[config.mk]
export PLATFORM = sky130hd
export DESIGN_NAME = shift_8x64_feeder
export DESIGN_NICKNAME = d
export VERILOG_FILES = /design/src/rtl/shift_8x64_feeder.sv
export SDC_FILE = /design/constraint.sdc
export NUM_CORES = 1
export LEC_CHECK = 0
export ABC_CLOCK_PERIOD_IN_PS = 6600
export BUFFER_PORTS_ARGS = -buffer_cell sky130_fd_sc_hd__buf_2
export CAP_MARGIN = 20
export CORE_AREA = 8 8 60 62
export DETAILED_ROUTE_END_ITERATION = 8
export DIE_AREA = 0 0 68 70
export PLACE_DENSITY_LB_ADDON = 0.15
export RECOVER_POWER = 50
export SETUP_SLACK_MARGIN = 0.3
export SLEW_MARGIN = 5
export SYNTH_ARGS = -nofsm -noshare
export SYNTH_HDL_FRONTEND = slang
export SYNTH_SLANG_ARGS = --single-unit
[constraint.sdc]
create_clock -name clk -period 6.6 [get_ports clk]
set_input_delay 0.66 -clock clk [delete_from_list [all_inputs] [get_ports clk]]
set_output_delay 0.66 -clock clk [all_outputs]
set_load 0.02 [all_outputs]
[src/rtl/shift_8x64_feeder.sv]
// Feeder for a WIDTH x DEPTH shift register: registers accepted bytes into shift/sr_in and flushes with zeros.
// Optional stall counter enabled by defining SR_FEED_STALL_CNT_EN.
module shift_8x64_feeder #(
    parameter int WIDTH = 8,
    parameter int DEPTH = 64
) (
    input  logic             clk,
    input  logic             rst_n,
    input  logic [WIDTH-1:0] in_data,
    input  logic             in_valid,
    output logic             in_ready,
    input  logic             flush,
    output logic             shift,
    output logic [WIDTH-1:0] sr_in,
    output logic [6:0]       fill_level,
    output logic             primed,
    output logic             busy
`ifdef SR_FEED_STALL_CNT_EN
    ,
    output logic [15:0]      stall_cnt
`endif
);

    localparam logic [6:0] DEPTH_L = 7'(DEPTH);

    typedef enum logic [1:0] {IDLE, FILL, RUN, FLUSH} state_t;

    state_t           state_q, state_d;
    logic [6:0]       fill_q, fill_d;
    logic [6:0]       cnt_q, cnt_d;
    logic             shift_q, shift_d;
    logic [WIDTH-1:0] sr_in_q, sr_in_d;
    logic             primed_q, primed_d;
    logic             busy_q, busy_d;
    logic             accept;

    assign in_ready = (state_q != FLUSH) && !flush;
    assign accept   = in_valid && in_ready;

    always_comb begin
        state_d = state_q;
        fill_d  = fill_q;
        cnt_d   = cnt_q;
        shift_d = 1'b0;
        sr_in_d = sr_in_q;
        busy_d  = 1'b0;
        if (state_q == FLUSH) begin
            // Counter was loaded with DEPTH on entry; the entry edge already issued the first zero pulse.
            cnt_d = cnt_q - 7'd1;
            if (cnt_d != 7'd0) begin
                shift_d = 1'b1;
                sr_in_d = '0;
                busy_d  = 1'b1;
            end else begin
                state_d = IDLE;
            end
        end else if (flush) begin
            state_d = FLUSH;
            fill_d  = 7'd0;
            cnt_d   = DEPTH_L;
            shift_d = 1'b1;
            sr_in_d = '0;
            busy_d  = 1'b1;
        end else if (accept) begin
            shift_d = 1'b1;
            sr_in_d = in_data;
            if (fill_q != DEPTH_L) fill_d = fill_q + 7'd1;
            state_d = (fill_d == DEPTH_L) ? RUN : FILL;
        end
        primed_d = (fill_d == DEPTH_L);
    end

    always_ff @(posedge clk or negedge rst_n) begin
        if (!rst_n) begin
            state_q  <= IDLE;
            fill_q   <= 7'd0;
            cnt_q    <= 7'd0;
            shift_q  <= 1'b0;
            sr_in_q  <= '0;
            primed_q <= 1'b0;
            busy_q   <= 1'b0;
        end else begin
            state_q  <= state_d;
            fill_q   <= fill_d;
            cnt_q    <= cnt_d;
            shift_q  <= shift_d;
            sr_in_q  <= sr_in_d;
            primed_q <= primed_d;
            busy_q   <= busy_d;
        end
    end

    assign shift      = shift_q;
    assign sr_in      = sr_in_q;
    assign fill_level = fill_q;
    assign primed     = primed_q;
    assign busy       = busy_q;

`ifdef SR_FEED_STALL_CNT_EN
    logic [15:0] stall_q, stall_d;

    always_comb begin
        stall_d = stall_q;
        if (in_valid && !in_ready && stall_q != 16'hFFFF) stall_d = stall_q + 16'd1;
    end

    always_ff @(posedge clk or negedge rst_n) begin
        if (!rst_n) stall_q <= 16'd0;
        else        stall_q <= stall_d;
    end

    assign stall_cnt = stall_q;
`endif

endmodule

==> qor_table.md, run 1 <==
| Result | Value |
| --- | --- |
| Run status | finished, final reports clean |
| Crit path capture type | flip-flop |
| Number of cells in the design after placement | 194 |
| Average wire length per cell after detail routing | 16.2 µm |
| Post-synthesis sequential element count | 27 |
| Cell area after layout | 0.00159 mm² |
| Post CTS Setup Buffer Count | 0 |
| IO Count | 31 |
| Critical-path maximum fanout | 9 |
| Post-route DRC violation count | 0 |
| Number of iterations in the first detailed-routing pass | 4 |
| Post-synth net total | 156 |
| CTS tree | done |
| Avg Inst Size Synth | 10.2 µm² |
| Worst slew pin tran | 1.38 ns |
| Top flip-flop cell by instance count after synthesis | sky130_fd_sc_hd__dfrtp_1 |
| Via Count | 1,132 |
| Part of the Yosys area used for sequential elements | 0.474 |
| Fill cells | 249 |
| TritonCTS Buffers | 3 |
| Warnings, synthesis | 0 |
| P&R area growth vs syn | 11.7% |
| Fraction of synthesized area in multiplexers | 0 |
| Worst min path class | reg -> reg |
| Power density of the placed cells | 330 mW/mm² |
| Worst R2R Path Depth | 8 |
| Final hold viol count | 0 |
| Post-synth cell types | 41 |
| Clk slew on worst S/H paths | 0.13 ns |
| Cell taking the most area after synthesis | sky130_fd_sc_hd__dfrtp_1 |
| Commonest cells in the synthesized netlist | sky130_fd_sc_hd__dfrtp_1 (27), sky130_fd_sc_hd__o21ai_0 (15), sky130_fd_sc_hd__a22o_1 (9) |
| Largest cells by area after synthesis | sky130_fd_sc_hd__dfrtp_1 (47%), sky130_fd_sc_hd__a22o_1 (5.5%), sky130_fd_sc_hd__o21ai_0 (5.3%) |
| Number of antenna violations at the first check in global routing | 0 |
| Synth Area in XOR/XNOR | 0.0606 |
| CTS Hold Buffers Added | 0 |
| Number of standard cells in the layout, taps in and fillers out | 198 |
| Final clock period utilization by the worst path | 0.396 |
| Reg-to-reg critical path endpoint | sr_in[0] |
| Critical path class | reg -> reg |
| Aggregate global routing overflow | 0 |
| Post-DP Area | 0.00157 mm² |
| Leakage Power | 0.736 nW |
| Max-capacitance violation count | 0 |
| Post-detailed-placement half-perimeter wirelength | 2380 µm |
| Clk buf depth | 2 |
| Horiz. Die Dim | 68 µm |
| Die height | 70 µm |
| Antenna diode count | 0 |
| Starting DRC count in detailed routing | 68 |
| Setup slack of the most critical reg-to-reg path | 3.99 ns |
| Global Route Usage Sum | 0.143 |
| Last element of the critical path | sr_in[0] |
| Required arrival time at the worst endpoint | 6.87 ns |
| Share of the core filled with cells | 0.598 |
| Post-detailed-route via-to-cell ratio | 5.72 |
| Share of synthesized registers carrying an async set or reset | 1.00 |
| Area fraction in and, or, nand and nor cells after synthesis | 0.174 |
| Input/output buffers | 30 |
| Maximum number of pins on one net before global-route repair | 28 |
| Shortest clock period the worst path allows after layout | 2.61 ns |
| Compound-gate portion of the synthesized area | 0.205 |
| CP arrival | 2.88 ns |
| Max_slew headroom | 0.0825 |
| Detail Route Antenna Nets | 0 |
| Worst hold margin | 0.516 ns |
| Crit path launch type | flip-flop |
| Synth Instances | 140 |
| Adder-Cell Fraction of Synth Area | 0.0351 |
| Clock latency on the worst-skew pair | 0.32 ns |
| Total number of clock tree sinks | 27 |
| Number of global-route vias before repair | 1,158 |
| Cell area after synthesis | 0.00143 mm² |
| Area of the core | 0.00266 mm² |
| Final setup TNS | 0 ns |
| RSZ-0062 raised after global routing | no |
| Max H-tree Level | 1 |
| Timing startpoint of the critical path | cnt_q[0] |
| Area share of the largest cell type after synthesis | 0.474 |
| Ratio of cells with drive above 1 in the final layout | 0.198 |
| Total die area | 0.00476 mm² |
| R2r startpoint | cnt_q[0] |
| Clock root buffer master | sky130_fd_sc_hd__clkbuf_4 |
| Most frequent cell after synthesis | sky130_fd_sc_hd__dfrtp_1 |
| Global placer's final weighted congestion | 0.831 |
| Combinational family with the most area after synthesis | compound AO/OA/AOI/OAI gates |
| Layout Nets | 184 |
| Sum of routed wire length over all layers | 3220 µm |
| Clock tree skew after final layout | 0.00286 ns |
| Number of synthesized flops with an enable pin | 0 |
| Initial cell density of the core | 0.535 |
| First-pass GRT wire length | 5360 µm |
| Worst supply voltage drop on vdd | 256 µV |
| Row count | 19 |
| Count of instances resized after the clock tree is built | 0 |
| Number of setup violations in the final report | 0 |
| Max-slew violation count | 0 |
| F_max | 383 MHz |
[logic make-up after synthesis]
family,count (synthesis)
AO/OA/AOI/OAI,42
XOR/XNOR,9
adder cells (fa/ha/maj),4
buffers and inverters,15
flip-flops,27
AND/OR/NAND/NOR,43
[critical path, cell delays in order, from the launching register on]
cell and delay (ns):
sky130_fd_sc_hd__dfrtp_1 0.44, sky130_fd_sc_hd__inv_1 0.08, sky130_fd_sc_hd__ha_1 0.20, sky130_fd_sc_hd__or3b_1 0.39
sky130_fd_sc_hd__or3_4 0.37, sky130_fd_sc_hd__xnor2_2 0.14, sky130_fd_sc_hd__nor4b_2 0.44, sky130_fd_sc_hd__a21o_1 0.31
sky130_fd_sc_hd__a22o_1 0.18
[stage by stage]
stage                     setup WS, ns  power [mW]
after floorplan                   4.29       0.401
after global placement            4.10       0.454
after global routing              3.86       0.571
after detailed placement          3.97       0.463
final                             3.99       0.525
after CTS                         3.96       0.534
[worst min-delay path by stage]
stage	start	endpoint	slack (ns)	cells past startpoint
CTS	rst_n	fill_level[6]	0.33	1
detailed placement	sr_in[7]	sr_in[7]	0.48	1
global placement	sr_in[7]	sr_in[7]	0.48	1
global route	in_data[5]	sr_in[5]	0.54	2
floorplan	rst_n	busy	0.36	0
finish	sr_in[7]	sr_in[7]	0.52	1
[cells in the final DEF, fill, tap and decap left out, drive strengths merged, types with 3 or more instances in the layout]
| master | count |
|---|---|
| buf | 24 |
| a31oi | 3 |
| ha | 4 |
| nand2 | 8 |
| nand3 | 7 |
| or3 | 3 |
| xor2 | 4 |
| o21ai | 15 |
| inv | 7 |
| dfrtp | 27 |
| clkbuf | 11 |
| xnor2 | 5 |
| o31ai | 3 |
| nor2 | 5 |
| nor3 | 5 |
| a22o | 9 |
[state kept, by name, indices dropped and copies added (netlist names)]
signal      cells
busy            1
cnt_q           7
fill_level      7
primed          1
shift           1
sr_in           8
state_q         2
[report_power, final]
group | leakage, nW | switching (mW) | internal (mW) | total [mW]
combinational | 0.381 | 0.124 | 0.0836 | 0.208
clock | 0.0150 | 0.0450 | 0.0237 | 0.0687
sequential | 0.339 | 0.0435 | 0.205 | 0.249
total | 0.736 | 0.213 | 0.312 | 0.525
[layout make-up]
type | count | area, µm² | share of cell area
sequential | 27 | 676 | 0.425
timing repair buffer | 31 | 149 | 0.0936
clock buffer | 4 | 26.3 | 0.0165
tap | 31 | 38.8 | 0.0244
inverter | 7 | 26.3 | 0.0165
multi-input combinational | 98 | 676 | 0.425
[metal layers]
| layer | track usage | routed length (µm) | vias up |
|---|---|---|---|
| li1 | - | - | 561 |
| met1 | 0.201 | 1510 | 531 |
| met4 | 0.0569 | 42 | 0 |
| met2 | 0.210 | 1490 | 36 |
| met5 | 0 | 0 | - |
| met3 | 0.0239 | 172 | 4 |
Power figures use the tool's default switching activity.
==> inputs of run 2 (changes only) <==
--- a/config.mk
+++ b/config.mk
@@ -5,12 +5,12 @@
 export SDC_FILE = /design/constraint.sdc
 export NUM_CORES = 1
 export LEC_CHECK = 0
-export ABC_CLOCK_PERIOD_IN_PS = 6600
+export ABC_CLOCK_PERIOD_IN_PS = 2650
 export BUFFER_PORTS_ARGS = -buffer_cell sky130_fd_sc_hd__buf_2
 export CAP_MARGIN = 20
-export CORE_AREA = 8 8 60 62
+export CORE_AREA = 8 8 61 63
 export DETAILED_ROUTE_END_ITERATION = 8
-export DIE_AREA = 0 0 68 70
+export DIE_AREA = 0 0 69 71
 export PLACE_DENSITY_LB_ADDON = 0.15
 export RECOVER_POWER = 50
 export SETUP_SLACK_MARGIN = 0.3
==> constraint.sdc (replaced) <==
create_clock -name clk -period 2.65 [get_ports clk]
set_input_delay 0.265 -clock clk [delete_from_list [all_inputs] [get_ports clk]]
set_output_delay 0.265 -clock clk [all_outputs]
set_load 0.02 [all_outputs]
==> run 2 against run 1 <==
Via count is 8.9% higher. First-iteration DRC count is 46% higher. Register-to-register slack worse by 3.6 ns. Final cell count is 5.1% higher. Count of clock-buffer cells in the layout unchanged. Largest cell class is now multi-input combinational cells. Highest routed layer unchanged.
==> qor_table.md, run 2 (same netlist as run 1, synthesis figures left out) <==
| Result | Value |
| --- | --- |
| Ratio of cells with drive above 1 in the final layout | 0.234 |
| Via Count | 1,233 |
| Row count | 20 |
| Worst R2R Path Depth | 8 |
| Largest delay share family, worst path | simple AND/OR/NAND/NOR gates |
| Combinational group share of total power | 0.447 |
| Max H-tree Level | 1 |
| Clock latency on the worst-skew pair | 0.32 ns |
| Clk slew on worst S/H paths | 0.14 ns |
| Internal power | 0.856 mW |
| Power density of the placed cells | 856 mW/mm² |
| Required arrival time at the worst endpoint | 2.92 ns |
| Highest metal used | met4 |
| Initial cell density of the core | 0.500 |
| Final setup TNS | 0 ns |
| Clk buf depth | 2 |
| Worst Hold Path Cells | 2 |
| Crit path capture type | flip-flop |
| Multi-input gate area | 719 µm² |
| Hold path startpoint | in_data[5] |
| Average wire length per cell after detail routing | 16.5 µm |
| Post-detailed-placement half-perimeter wirelength | 2380 µm |
| TritonCTS Buffers | 3 |
| First-pass GRT wire length | 5760 µm |
| R2r startpoint | cnt_q[1] |
| Sum of routed wire length over all layers | 3440 µm |
| Most frequent cells in the layout | sky130_fd_sc_hd__dfrtp_1 (27), sky130_fd_sc_hd__buf_2 (20), sky130_fd_sc_hd__o21ai_0 (15), sky130_fd_sc_hd__clkbuf_1 (11), sky130_fd_sc_hd__a22o_1 (9) |
| DR WL met2 | 1670 µm |
| Critical path class | reg -> reg |
| Horiz. Die Dim | 69 µm |
| Worst min path class | in -> reg |
| P&R area growth vs syn | 18.5% |
| CP arrival | 2.56 ns |
| Worst slew pin tran | 1.44 ns |
| Layout Nets | 192 |
| Number of global-route vias before repair | 1,249 |
| Number of flip-flops under the largest register name | 8 |
| Die height | 71 µm |
| Share of total power in the clock network | 0.121 |
| Global Route Usage Sum | 0.137 |
| Shortest clock period the worst path allows after layout | 2.30 ns |
| Max-slew violation count | 0 |
| Clock root buffer master | sky130_fd_sc_hd__clkbuf_4 |
| Sum of buffers and inverters on the critical path | 1 |
| Number of iterations in the first detailed-routing pass | 4 |
| Net load switching power | 0.590 mW |
| Crit path launch type | flip-flop |
| Detail Route Antenna Nets | 0 |
| Fill cells | 263 |
| Area of the core | 0.00285 mm² |
| Worst Slack Setup Final | 0.354 ns |
| Critical-path maximum fanout | 5 |
| Max-capacitance violation count | 0 |
| Sequential cell area in the final layout | 676 µm² |
| Minimum setup slack after placement | 0.140 ns |
| Antenna diode count | 0 |
| Worst supply voltage drop on vdd | 573 µV |
| Final hold viol count | 0 |
| CTS tree | done |
| Cell area after layout | 0.00169 mm² |
| Commonest non-fill, non-tap cell in the layout | sky130_fd_sc_hd__dfrtp_1 |
| Highest cell delay on the worst timing path | 0.42 ns |
| Post-route DRC violation count | 0 |
| Leakage Power | 0.771 nW |
| Starting DRC count in detailed routing | 99 |
| Max_slew headroom | 0.0421 |
| Reg-to-reg critical path endpoint | sr_in[2] |
| Aggregate global routing overflow | 0 |
| Global placer's final weighted congestion | 0.866 |
| Run status | finished, final reports clean |
| Worst hold path endpoint | sr_in[5] |
| Final clock period utilization by the worst path | 0.867 |
| Share of the core filled with cells | 0.592 |
| IO Count | 31 |
| Met1 wire length | 1540 µm |
| Post-detailed-route via-to-cell ratio | 5.93 |
| Setup slack of the most critical reg-to-reg path | 0.35 ns |
| Clock tree skew after final layout | 0.00304 ns |
| WL met3 | 202 µm |
| Input/output buffers | 30 |
| Number of setup violations in the final report | 0 |
| RSZ-0062 raised after global routing | yes |
| Slowest cell on the critical path | sky130_fd_sc_hd__dfrtp_1 |
| Switching Share | 0.408 |
| Seq pwr share | 0.432 |
| Post-DP Area | 0.00159 mm² |
| Total number of clock tree sinks | 27 |
| Number of antenna violations at the first check in global routing | 0 |
| Maximum number of pins on one net before global-route repair | 28 |
| Total die area | 0.00490 mm² |
| Cell breakdown of the critical path | inv_2 -> ha_4 -> or3b_4 -> or3_4 -> xnor2_4 -> nor4b_4 -> a21o_2 -> a22o_1 |
| F_max | 435 MHz |
-- run 2: changes by cell type in the layout (fill, tap and decap cells not counted), moves of 2 or more --
| cell | delta |
|---|---|
| sky130_fd_sc_hd__inv_1 | -2 |
| sky130_fd_sc_hd__inv_2 | +2 |
| sky130_fd_sc_hd__buf_4 | +6 |
| sky130_fd_sc_hd__clkbuf_1 | +3 |
| sky130_fd_sc_hd__buf_2 | -3 |
-- run 2: stage by stage --
| stage | hold slack (ns) | instances | power, mW |
|---|---|---|---|
| finish | 0.154 | 208 | 1.45 |
| global route | 0.145 | 208 | 1.55 |
| CTS | 0.143 | 205 | 1.38 |
| detailed placement | 0.305 | 198 | 1.16 |
| global placement | 0.300 | 198 | 1.14 |
| floorplan | -0.0306 | 140 | 1.00 |
-- run 2: how the worst max path moves through the flow --
stage / start / endpoint / slack [ns] / depth (start not counted)
4_1_cts: cnt_q[1] / sr_in[2] / 0.30 / 8
6_report: cnt_q[1] / sr_in[2] / 0.35 / 8
3_3_place_gp: cnt_q[0] / sr_in[6] / 0.23 / 8
5_1_grt: cnt_q[1] / sr_in[5] / 0.26 / 8
3_5_place_dp: cnt_q[0] / sr_in[4] / 0.14 / 8
2_1_floorplan: cnt_q[0] / sr_in[0] / 0.34 / 9
-- run 2: worst reg2reg max path, cell delays in order (launching register included) --
cell                      delay (ns)
sky130_fd_sc_hd__dfrtp_1        0.42
sky130_fd_sc_hd__inv_2          0.09
sky130_fd_sc_hd__ha_4           0.13
sky130_fd_sc_hd__or3b_4         0.37
sky130_fd_sc_hd__or3_4          0.38
sky130_fd_sc_hd__xnor2_4        0.15
sky130_fd_sc_hd__nor4b_4        0.36
sky130_fd_sc_hd__a21o_2         0.20
sky130_fd_sc_hd__a22o_1         0.14
-- run 2: layout make-up --
| type | instances | area share |
|---|---|---|
| repair buffers | 38 | 0.119 |
| inverters | 7 | 0.0156 |
| clock buffers | 4 | 0.0156 |
| multi-input cells | 99 | 0.426 |
| flip-flops and latches | 27 | 0.400 |
| well taps | 33 | 0.0244 |
-- run 2: what timing repair did --
item | 4_1_cts | 5_1_grt
pin swaps | 1 | 5
hold buffers | 1 | 0
endpoints found under the hold margin | 27 | 0
gates cloned | 1 | 0
gates resized for setup | 2 | 6
setup endpoints to repair | 9 | 12
buffers inserted | 1 | 3
-- run 2: layer usage --
metal	global-route usage	vias up
met3	0.0252	4
met2	0.222	47
met5	0	-
li1	-	581
met4	0.0410	0
met1	0.179	601
-- run 2: power by group through the flow --
stage	combinational, mW	clock [mW]	sequential (mW)
after floorplan	0.352	0	0.648
after global placement	0.518	0	0.622
after detailed placement	0.540	0	0.624
after CTS	0.581	0.184	0.612
after global routing	0.705	0.201	0.639
final	0.646	0.175	0.624
